## src/rtl/thread_select_stage_pkg.sv

```systemverilog
// Shared types and constants for the thread select (issue) stage.
package thread_select_stage_pkg;

  localparam int CORE_THREADS = 4;
  localparam int FETCH_SLACK  = 2;

  typedef logic [$clog2(CORE_THREADS)-1:0] thread_idx_t;
  typedef logic [3:0]                      subcycle_t;
  typedef logic [4:0]                      register_idx_t;
  typedef logic [63:0]                     scoreboard_t;

  typedef struct packed {
    logic [31:0]   pc;
    logic          has_scalar1;
    register_idx_t scalar_sel1;
    logic          has_scalar2;
    register_idx_t scalar_sel2;
    logic          has_vector1;
    register_idx_t vector_sel1;
    logic          has_vector2;
    register_idx_t vector_sel2;
    logic          has_dest;
    logic          dest_is_vector;
    register_idx_t dest_reg;
    subcycle_t     last_subcycle;
  } decoded_instruction_t;

  // One entry per issue slot; lets a rollback undo the scoreboard bits it set.
  typedef struct packed {
    logic          valid;
    thread_idx_t   thread;
    logic          has_dest;
    logic          is_vector;
    register_idx_t dest_reg;
    logic          first_subcycle;
  } shadow_entry_t;

  // Scoreboard bits an instruction depends on: its sources (RAW) and its
  // destination (WAW). Scalars live in [31:0], vectors in [63:32].
  function automatic scoreboard_t dep_mask(input decoded_instruction_t inst);
    scoreboard_t m;
    m = '0;
    if (inst.has_scalar1) m[{1'b0, inst.scalar_sel1}] = 1'b1;
    if (inst.has_scalar2) m[{1'b0, inst.scalar_sel2}] = 1'b1;
    if (inst.has_vector1) m[{1'b1, inst.vector_sel1}] = 1'b1;
    if (inst.has_vector2) m[{1'b1, inst.vector_sel2}] = 1'b1;
    if (inst.has_dest)    m[{inst.dest_is_vector, inst.dest_reg}] = 1'b1;
    return m;
  endfunction

endpackage

```

## src/rtl/thread_select_stage_instruction_fifo.sv

```systemverilog
// Per-thread synchronous instruction FIFO with flush; head is read combinationally.
module instruction_fifo
  import thread_select_stage_pkg::*;
#(
  parameter int DEPTH = 8
) (
  input  logic                   clk,
  input  logic                   reset,
  input  logic                   i_push,
  input  decoded_instruction_t   i_push_data,
  input  logic                   i_pop,
  input  logic                   i_flush,
  output logic [$clog2(DEPTH):0] o_count,
  output decoded_instruction_t   o_head,
  output logic                   o_empty,
  output logic                   o_full
);

  localparam int PTR_W = $clog2(DEPTH);

  decoded_instruction_t r_mem [DEPTH];
  logic [PTR_W-1:0]     r_wr_ptr;
  logic [PTR_W-1:0]     r_rd_ptr;
  logic [PTR_W:0]       r_count;
  logic                 w_do_push;
  logic                 w_do_pop;

  assign o_empty   = (r_count == '0);
  assign o_full    = (r_count == (PTR_W+1)'(DEPTH));
  // Flush wins over a same-cycle push or pop; a push into a full FIFO is dropped.
  assign w_do_push = i_push && !i_flush && !o_full;
  assign w_do_pop  = i_pop && !i_flush && !o_empty;
  assign o_count   = r_count;
  assign o_head    = r_mem[r_rd_ptr];

  // Pointer and occupancy bookkeeping.
  always_ff @(posedge clk) begin
    if (reset || i_flush) begin
      r_wr_ptr <= '0;
      r_rd_ptr <= '0;
      r_count  <= '0;
    end else begin
      if (w_do_push) r_wr_ptr <= r_wr_ptr + 1'b1;
      if (w_do_pop)  r_rd_ptr <= r_rd_ptr + 1'b1;
      if (w_do_push && !w_do_pop)      r_count <= r_count + 1'b1;
      else if (!w_do_push && w_do_pop) r_count <= r_count - 1'b1;
    end
  end

  // Storage write; contents need no reset.
  always_ff @(posedge clk) begin
    if (w_do_push) r_mem[r_wr_ptr] <= i_push_data;
  end

  overflow_a: assert property (@(posedge clk) disable iff (reset)
    !(i_push && !i_flush && o_full))
    else $error("instruction_fifo: push into full FIFO dropped");

endmodule

```

## src/rtl/thread_select_stage.sv

```systemverilog
// Issue stage: per-thread FIFOs, scoreboards, round-robin pick, rollback shadow.
module thread_select_stage
  import thread_select_stage_pkg::*;
#(
  parameter int THREADS_PER_CORE = CORE_THREADS,
  parameter int FIFO_DEPTH       = 8,
  parameter int ROLLBACK_STAGES  = 4
) (
  input  logic                        clk,
  input  logic                        reset,
  input  logic                        id_instruction_valid,
  input  decoded_instruction_t        id_instruction,
  input  thread_idx_t                 id_thread_idx,
  output logic [THREADS_PER_CORE-1:0] ts_fetch_en,
  input  logic [THREADS_PER_CORE-1:0] thread_en,
  output logic                        ts_instruction_valid,
  output decoded_instruction_t        ts_instruction,
  output thread_idx_t                 ts_thread_idx,
  output subcycle_t                   ts_subcycle,
  input  logic                        wb_rollback_en,
  input  thread_idx_t                 wb_rollback_thread_idx,
  input  logic                        wb_writeback_en,
  input  thread_idx_t                 wb_writeback_thread_idx,
  input  logic                        wb_writeback_is_vector,
  input  register_idx_t               wb_writeback_reg,
  input  logic                        wb_writeback_last_subcycle
);

  localparam int CNT_W = $clog2(FIFO_DEPTH) + 1;

  decoded_instruction_t        w_head     [THREADS_PER_CORE];
  logic [CNT_W-1:0]            w_count    [THREADS_PER_CORE];
  logic [THREADS_PER_CORE-1:0] w_empty;
  logic [THREADS_PER_CORE-1:0] w_full;
  logic [THREADS_PER_CORE-1:0] w_push;
  logic [THREADS_PER_CORE-1:0] w_pop;
  logic [THREADS_PER_CORE-1:0] w_rollback;
  logic [THREADS_PER_CORE-1:0] w_ready;

  scoreboard_t   r_scoreboard [THREADS_PER_CORE];
  scoreboard_t   w_sb_next    [THREADS_PER_CORE];
  subcycle_t     r_subcycle   [THREADS_PER_CORE];
  shadow_entry_t r_shadow     [ROLLBACK_STAGES];
  shadow_entry_t w_new_entry;
  thread_idx_t   r_rr_ptr;
  thread_idx_t   w_cand;
  logic          w_issue;
  thread_idx_t   w_issue_thread;
  decoded_instruction_t w_issue_inst;
  subcycle_t     w_issue_sub;

  logic                 r_ts_valid;
  decoded_instruction_t r_ts_inst;
  thread_idx_t          r_ts_thread;
  subcycle_t            r_ts_sub;

  for (genvar t = 0; t < THREADS_PER_CORE; t++) begin : g_thread
    assign w_rollback[t] = wb_rollback_en && (wb_rollback_thread_idx == thread_idx_t'(t));
    assign w_push[t]     = id_instruction_valid && (id_thread_idx == thread_idx_t'(t));
    assign w_pop[t]      = w_issue && (w_issue_thread == thread_idx_t'(t))
                           && (r_subcycle[t] == w_head[t].last_subcycle);
    // Dependencies are checked only when an instruction starts; later
    // subcycles of the same instruction must not stall on its own dest bit.
    assign w_ready[t]    = thread_en[t] && !w_empty[t] && !w_rollback[t]
                           && ((r_subcycle[t] != '0)
                               || ((r_scoreboard[t] & dep_mask(w_head[t])) == '0));
    assign ts_fetch_en[t] = (w_count[t] < CNT_W'(FIFO_DEPTH - FETCH_SLACK));

    instruction_fifo #(.DEPTH(FIFO_DEPTH)) u_fifo (
      .clk         (clk),
      .reset       (reset),
      .i_push      (w_push[t]),
      .i_push_data (id_instruction),
      .i_pop       (w_pop[t]),
      .i_flush     (w_rollback[t]),
      .o_count     (w_count[t]),
      .o_head      (w_head[t]),
      .o_empty     (w_empty[t]),
      .o_full      (w_full[t])
    );
  end

  // Round-robin pick: first ready thread at or after the pointer.
  always_comb begin
    w_issue        = 1'b0;
    w_issue_thread = '0;
    w_cand         = '0;
    for (int k = THREADS_PER_CORE - 1; k >= 0; k--) begin
      w_cand = thread_idx_t'((int'(r_rr_ptr) + k) % THREADS_PER_CORE);
      if (w_ready[w_cand]) begin
        w_issue        = 1'b1;
        w_issue_thread = w_cand;
      end
    end
    w_issue_inst = w_head[w_issue_thread];
    w_issue_sub  = r_subcycle[w_issue_thread];
  end

  // Next scoreboard: writeback clear, rollback undo, then issue set (set wins).
  always_comb begin
    for (int t = 0; t < THREADS_PER_CORE; t++) begin
      w_sb_next[t] = r_scoreboard[t];
      if (wb_writeback_en && wb_writeback_last_subcycle
          && (wb_writeback_thread_idx == thread_idx_t'(t)))
        w_sb_next[t][{wb_writeback_is_vector, wb_writeback_reg}] = 1'b0;
      for (int s = 0; s < ROLLBACK_STAGES; s++) begin
        if (w_rollback[t] && r_shadow[s].valid && (r_shadow[s].thread == thread_idx_t'(t))
            && r_shadow[s].has_dest && r_shadow[s].first_subcycle)
          w_sb_next[t][{r_shadow[s].is_vector, r_shadow[s].dest_reg}] = 1'b0;
      end
      if (w_issue && (w_issue_thread == thread_idx_t'(t)) && (r_subcycle[t] == '0)
          && w_head[t].has_dest)
        w_sb_next[t][{w_head[t].dest_is_vector, w_head[t].dest_reg}] = 1'b1;
    end
  end

  always_comb begin
    w_new_entry.valid          = w_issue;
    w_new_entry.thread         = w_issue_thread;
    w_new_entry.has_dest       = w_issue_inst.has_dest;
    w_new_entry.is_vector      = w_issue_inst.dest_is_vector;
    w_new_entry.dest_reg       = w_issue_inst.dest_reg;
    w_new_entry.first_subcycle = (w_issue_sub == '0);
  end

  // Scoreboard and subcycle counters.
  always_ff @(posedge clk) begin
    for (int t = 0; t < THREADS_PER_CORE; t++) begin
      if (reset) begin
        r_scoreboard[t] <= '0;
        r_subcycle[t]   <= '0;
      end else begin
        r_scoreboard[t] <= w_sb_next[t];
        if (w_rollback[t])
          r_subcycle[t] <= '0;
        else if (w_issue && (w_issue_thread == thread_idx_t'(t)))
          r_subcycle[t] <= w_pop[t] ? '0 : r_subcycle[t] + 1'b1;
      end
    end
  end

  // In-flight shadow: shift every cycle, drop entries of a rolled-back thread.
  always_ff @(posedge clk) begin
    if (reset) begin
      for (int s = 0; s < ROLLBACK_STAGES; s++) r_shadow[s] <= '0;
    end else begin
      r_shadow[0] <= w_new_entry;
      for (int s = 1; s < ROLLBACK_STAGES; s++) begin
        r_shadow[s] <= r_shadow[s-1];
        if (wb_rollback_en && (r_shadow[s-1].thread == wb_rollback_thread_idx))
          r_shadow[s].valid <= 1'b0;
      end
    end
  end

  // Round-robin pointer moves past the issuing thread.
  always_ff @(posedge clk) begin
    if (reset)
      r_rr_ptr <= '0;
    else if (w_issue)
      r_rr_ptr <= (int'(w_issue_thread) == THREADS_PER_CORE - 1) ? '0 : w_issue_thread + 1'b1;
  end

  // Registered issue bus.
  always_ff @(posedge clk) begin
    if (reset) begin
      r_ts_valid  <= 1'b0;
      r_ts_inst   <= '0;
      r_ts_thread <= '0;
      r_ts_sub    <= '0;
    end else begin
      r_ts_valid <= w_issue;
      if (w_issue) begin
        r_ts_inst   <= w_issue_inst;
        r_ts_thread <= w_issue_thread;
        r_ts_sub    <= w_issue_sub;
      end
    end
  end

  assign ts_instruction_valid = r_ts_valid;
  assign ts_instruction       = r_ts_inst;
  assign ts_thread_idx        = r_ts_thread;
  assign ts_subcycle          = r_ts_sub;

endmodule

```

## config.mk

```make
export PLATFORM = sky130hd
export DESIGN_NAME = thread_select_stage
export DESIGN_NICKNAME = d
export VERILOG_FILES = /design/src/rtl/thread_select_stage_pkg.sv /design/src/rtl/thread_select_stage_instruction_fifo.sv /design/src/rtl/thread_select_stage.sv
export SDC_FILE = /design/constraint.sdc
export NUM_CORES = 2
export LEC_CHECK = 0
export CORE_ASPECT_RATIO = 1.25
export CORE_MARGIN = 5
export CORE_UTILIZATION = 63
export DETAILED_ROUTE_END_ITERATION = 6
export MAX_ROUTING_LAYER = met4
export PLACE_DENSITY = 0.85
export SLEW_MARGIN = 30
export SYNTH_ARGS = -nofsm -noshare
export SYNTH_HDL_FRONTEND = slang
export SYNTH_HIERARCHICAL = 1
export SYNTH_SLANG_ARGS = --single-unit
export TNS_END_PERCENT = 100
```

## constraint.sdc

```tcl
create_clock -name clk -period 10 [get_ports clk]
set_input_delay 1.5 -clock clk [delete_from_list [all_inputs] [get_ports clk]]
set_output_delay 1.5 -clock clk [all_outputs]
set_load 0.03 [all_outputs]
```

==> impl_metrics.env, run 1 <==
export IMPL_status="stopped before the end"
export IMPL_failed_stage="global routing"
export IMPL_error="[ERROR GRT-0232] Routing congestion too high. Check the congestion heatmap in the GUI."
export IMPL_grt_worst_endpoint="g_thread[2].u_fifo/o_count[3]$_SDFFE_PP0P_/D"
export IMPL_holdBufCountCts=0
export IMPL_place_hpwl_um=359000
export IMPL_synth_avg_cell_area_um2=14.6
export IMPL_syn_nets=8053
export IMPL_grt_max_degree=94
export IMPL_grt_ovfl_total=12
export IMPL_cts_resized=0
export IMPL_htree_levels=4
export IMPL_syn_inst=7928
export IMPL_clock_sinks=2587
export IMPL_place_congestion=1.21
export IMPL_worst_endpoint_pin_kind="register data pin"
export IMPL_num_rows=176
export IMPL_antenna_found_initial=128
export IMPL_io_buffers=166
export IMPL_cts_setup_buffers=0
export IMPL_grt_usage_pct=75.0
export IMPL_die_w_um=393
export IMPL_root_buffer="clkbuf_16"
export IMPL_ys_warnings_count=6
export IMPL_netlist_area_um2=116000
export IMPL_die_h_um=489
export IMPL_start_util_pct=63.1
export IMPL_clock_path_buffers=3
export IMPL_io_pins=167
export IMPL_cts_inserted_buffers=232
==> metrics by stage <==
stage | setup slack [ns] | area [um2] | cells
after floorplan | 0.729 | 116000 | 7928
after global placement | 1.74 | 120000 | 10200
after detailed placement | 1.35 | 120000 | 10200
after CTS | 0.825 | 128000 | 10600
==> layer usage <==
layer / overflow / global-route usage [%]
met3: 0 / 59.4
met1: 0 / 73.1
met4: 9 / 73.1
met2: 3 / 90.0
met5: - / -
==> run 2: changes to the inputs <==
--- a/config.mk
+++ b/config.mk
@@ -5,12 +5,10 @@
 export SDC_FILE = /design/constraint.sdc
 export NUM_CORES = 2
 export LEC_CHECK = 0
-export CORE_ASPECT_RATIO = 1.25
 export CORE_MARGIN = 5
-export CORE_UTILIZATION = 63
+export CORE_UTILIZATION = 40
 export DETAILED_ROUTE_END_ITERATION = 6
-export MAX_ROUTING_LAYER = met4
-export PLACE_DENSITY = 0.85
+export PLACE_DENSITY_LB_ADDON = 0.15
 export SLEW_MARGIN = 30
 export SYNTH_ARGS = -nofsm -noshare
 export SYNTH_HDL_FRONTEND = slang
==> run 2 against run 1 <==
Synthesized area unchanged. The flow now finishes, with violations (design-rule violations). Synthesized cell count unchanged.
==> impl_metrics.env, run 2 <==
export IMPL_syn_inst=7928
export IMPL_seqPwrFrac_pct=49.5
export IMPL_p_switching_mw=5.95
export IMPL_hold_slack_ns=0.477
export IMPL_multi_input_area_um2=40000
export IMPL_coreArea_um2=288000
export IMPL_maxCapViolCount=0
export IMPL_io_pins=167
export IMPL_critical_path_max_fanout=26
export IMPL_max_freq_ghz=0.121
export IMPL_finalWirelength_um=491000
export IMPL_drv_slew=0
export IMPL_swShare_pct=24.4
export IMPL_critPathRequiredTime_ns=10.75
export IMPL_place_hpwl_um=318000
export IMPL_cts_resized=0
export IMPL_layout_nets=8270
export IMPL_hp_start="r_shadow[1][0]"
export IMPL_top_register="g_thread.u_fifo/r_mem"
export IMPL_design_die_area_um2=300000
export IMPL_vias=80700
export IMPL_setup_violations=0
export IMPL_cp_start_kind="flop"
export IMPL_nFillCells=25300
export IMPL_clock_sinks=2587
export IMPL_clock_path_buffers=4
export IMPL_netlist_area_um2=116000
export IMPL_layout_cells_most_common="edfxtp_1"
export IMPL_drt_iter0_drc=11700
export IMPL_rsz0062_at_grt="false"
export IMPL_first_global_vias=77600
export IMPL_p_leak_nw=39.8
export IMPL_syn_nets=8053
export IMPL_slew_headroom_pct=16.5
export IMPL_power_frac_comb_pct=7.5
export IMPL_start_util_pct=40.2
export IMPL_p_int_mw=18.4
export IMPL_grt_usage_pct=31.8
export IMPL_drc=63
export IMPL_grt_first_pass_wirelength_um=666000
export IMPL_grt_max_degree=99
export IMPL_finClkSkew_ns=0.102
export IMPL_violations="design-rule violations"
export IMPL_root_buffer="clkbuf_16"
export IMPL_cts_inserted_buffers=293
export IMPL_synth_avg_cell_area_um2=14.6
export IMPL_fin_cells=12200
export IMPL_path_delay_family="simple AND/OR/NAND/NOR gates"
export IMPL_hold_viol_final=0
export IMPL_ir_drop_mv=0.150
export IMPL_place_congestion=1.09
export IMPL_die_h_um=548
export IMPL_largest_reg_flops=2144
export IMPL_layout_min_cycle_time_ns=8.27
export IMPL_dp_cells=11600
export IMPL_final_setup_worst_slack_ns=1.73
export IMPL_drt_wirelength_per_cell_um=40.3
export IMPL_endpoint_kind="flop"
export IMPL_via_per_inst=6.63
export IMPL_place_ws_ns=1.51
export IMPL_cts_setup_buffers=0
export IMPL_grt_ovfl_total=0
export IMPL_arrival_ns=9.02
export IMPL_io_buffers=166
export IMPL_holdBufCountCts=0
export IMPL_cts_tree="yes"
export IMPL_p_clk_share_pct=43.0
export IMPL_clkTransAtPathRegs_ns=0.06
export IMPL_p_per_area_nw_per_um2=185
export IMPL_worstMarginPinSlew_ns=1.25
export IMPL_die_w_um=548
export IMPL_finalCritPeriodShare_pct=82.7
export IMPL_crit_type="reg -> reg"
export IMPL_antenna_left=0
export IMPL_finish_utilization_pct=45.8
export IMPL_setup_tns_final_ns=0
export IMPL_first_pass_iters=7
export IMPL_syn2layout_area_growth_pct=14.0
export IMPL_layout_common_cells="edfxtp_1 (2,161), nor2_1 (821), o22ai_1 (477)"
export IMPL_num_rows=197
export IMPL_htree_levels=5
export IMPL_cp_buffers_inverters=6
export IMPL_crit_slowest_cell="dfxtp_4"
export IMPL_ys_warnings_count=6
export IMPL_hold_class="reg -> reg"
export IMPL_max_stage_delay_ns=0.91
export IMPL_status="complete, but fails checks"
export IMPL_clkLatencyLatePin_ns=0.94
export IMPL_regArea_um2=73500
export IMPL_antenna_found_initial=76
export IMPL_drive_gt1_share_pct=20.6
run 2: layout make-up:
| type | count | area share, % |
|---|---|---|
| well taps | 3781 | 3.59 |
| clock buffers | 397 | 6.03 |
| diodes | 23 | 0.0436 |
| multi-input cells | 4730 | 30.3 |
| flip-flops and latches | 2587 | 55.7 |
| clock inverters | 128 | 0.959 |
| repair buffers | 466 | 3.15 |
| inverters | 67 | 0.198 |
run 2: stage by stage:
| stage | total power [mW] | area (um2) |
|---|---|---|
| 3_5_place_dp | 14.1 | 123000 |
| 4_1_cts | 24.5 | 132000 |
| 6_report | 24.4 | 132000 |
| 3_3_place_gp | 14.1 | 123000 |
| 2_1_floorplan | 13.1 | 116000 |
| 5_1_grt | 25.1 | 132000 |
run 2: power groups by stage:
| stage | sequential [mW] | combinational, mW | clock (mW) |
|---|---|---|---|
| after floorplan | 12.3 | 0.750 | 0 |
| after global placement | 12.3 | 1.79 | 0 |
| after detailed placement | 12.3 | 1.80 | 0 |
| after CTS | 12.1 | 1.81 | 10.7 |
| after global routing | 12.1 | 1.89 | 11.1 |
| final | 12.1 | 1.83 | 10.5 |
run 2: final timing paths:
| check | depth (start not counted) | slack (ns) | to |
|---|---|---|---|
| worst max-delay path | 27 | 1.73 | g_thread[3].u_fifo/o_count[3] |
| worst min-delay path | 1 | 0.48 | r_shadow[2][0] |
| worst max register to register | 27 | 1.73 | g_thread[3].u_fifo/o_count[3] |
| worst min register to register | 1 | 0.48 | r_shadow[2][0] |
run 2: layer usage:
metal  global-route usage (%)  wire [um]  vias to the layer above
li1                         -          -                    32200
met1                     42.8     196000                    42100
met2                     48.2     215000                     5113
met3                     9.39      51900                     1272
met4                     13.8      27700                       46
met5                        0        284                        -
Note: power is estimated with default switching activity, not from simulation.
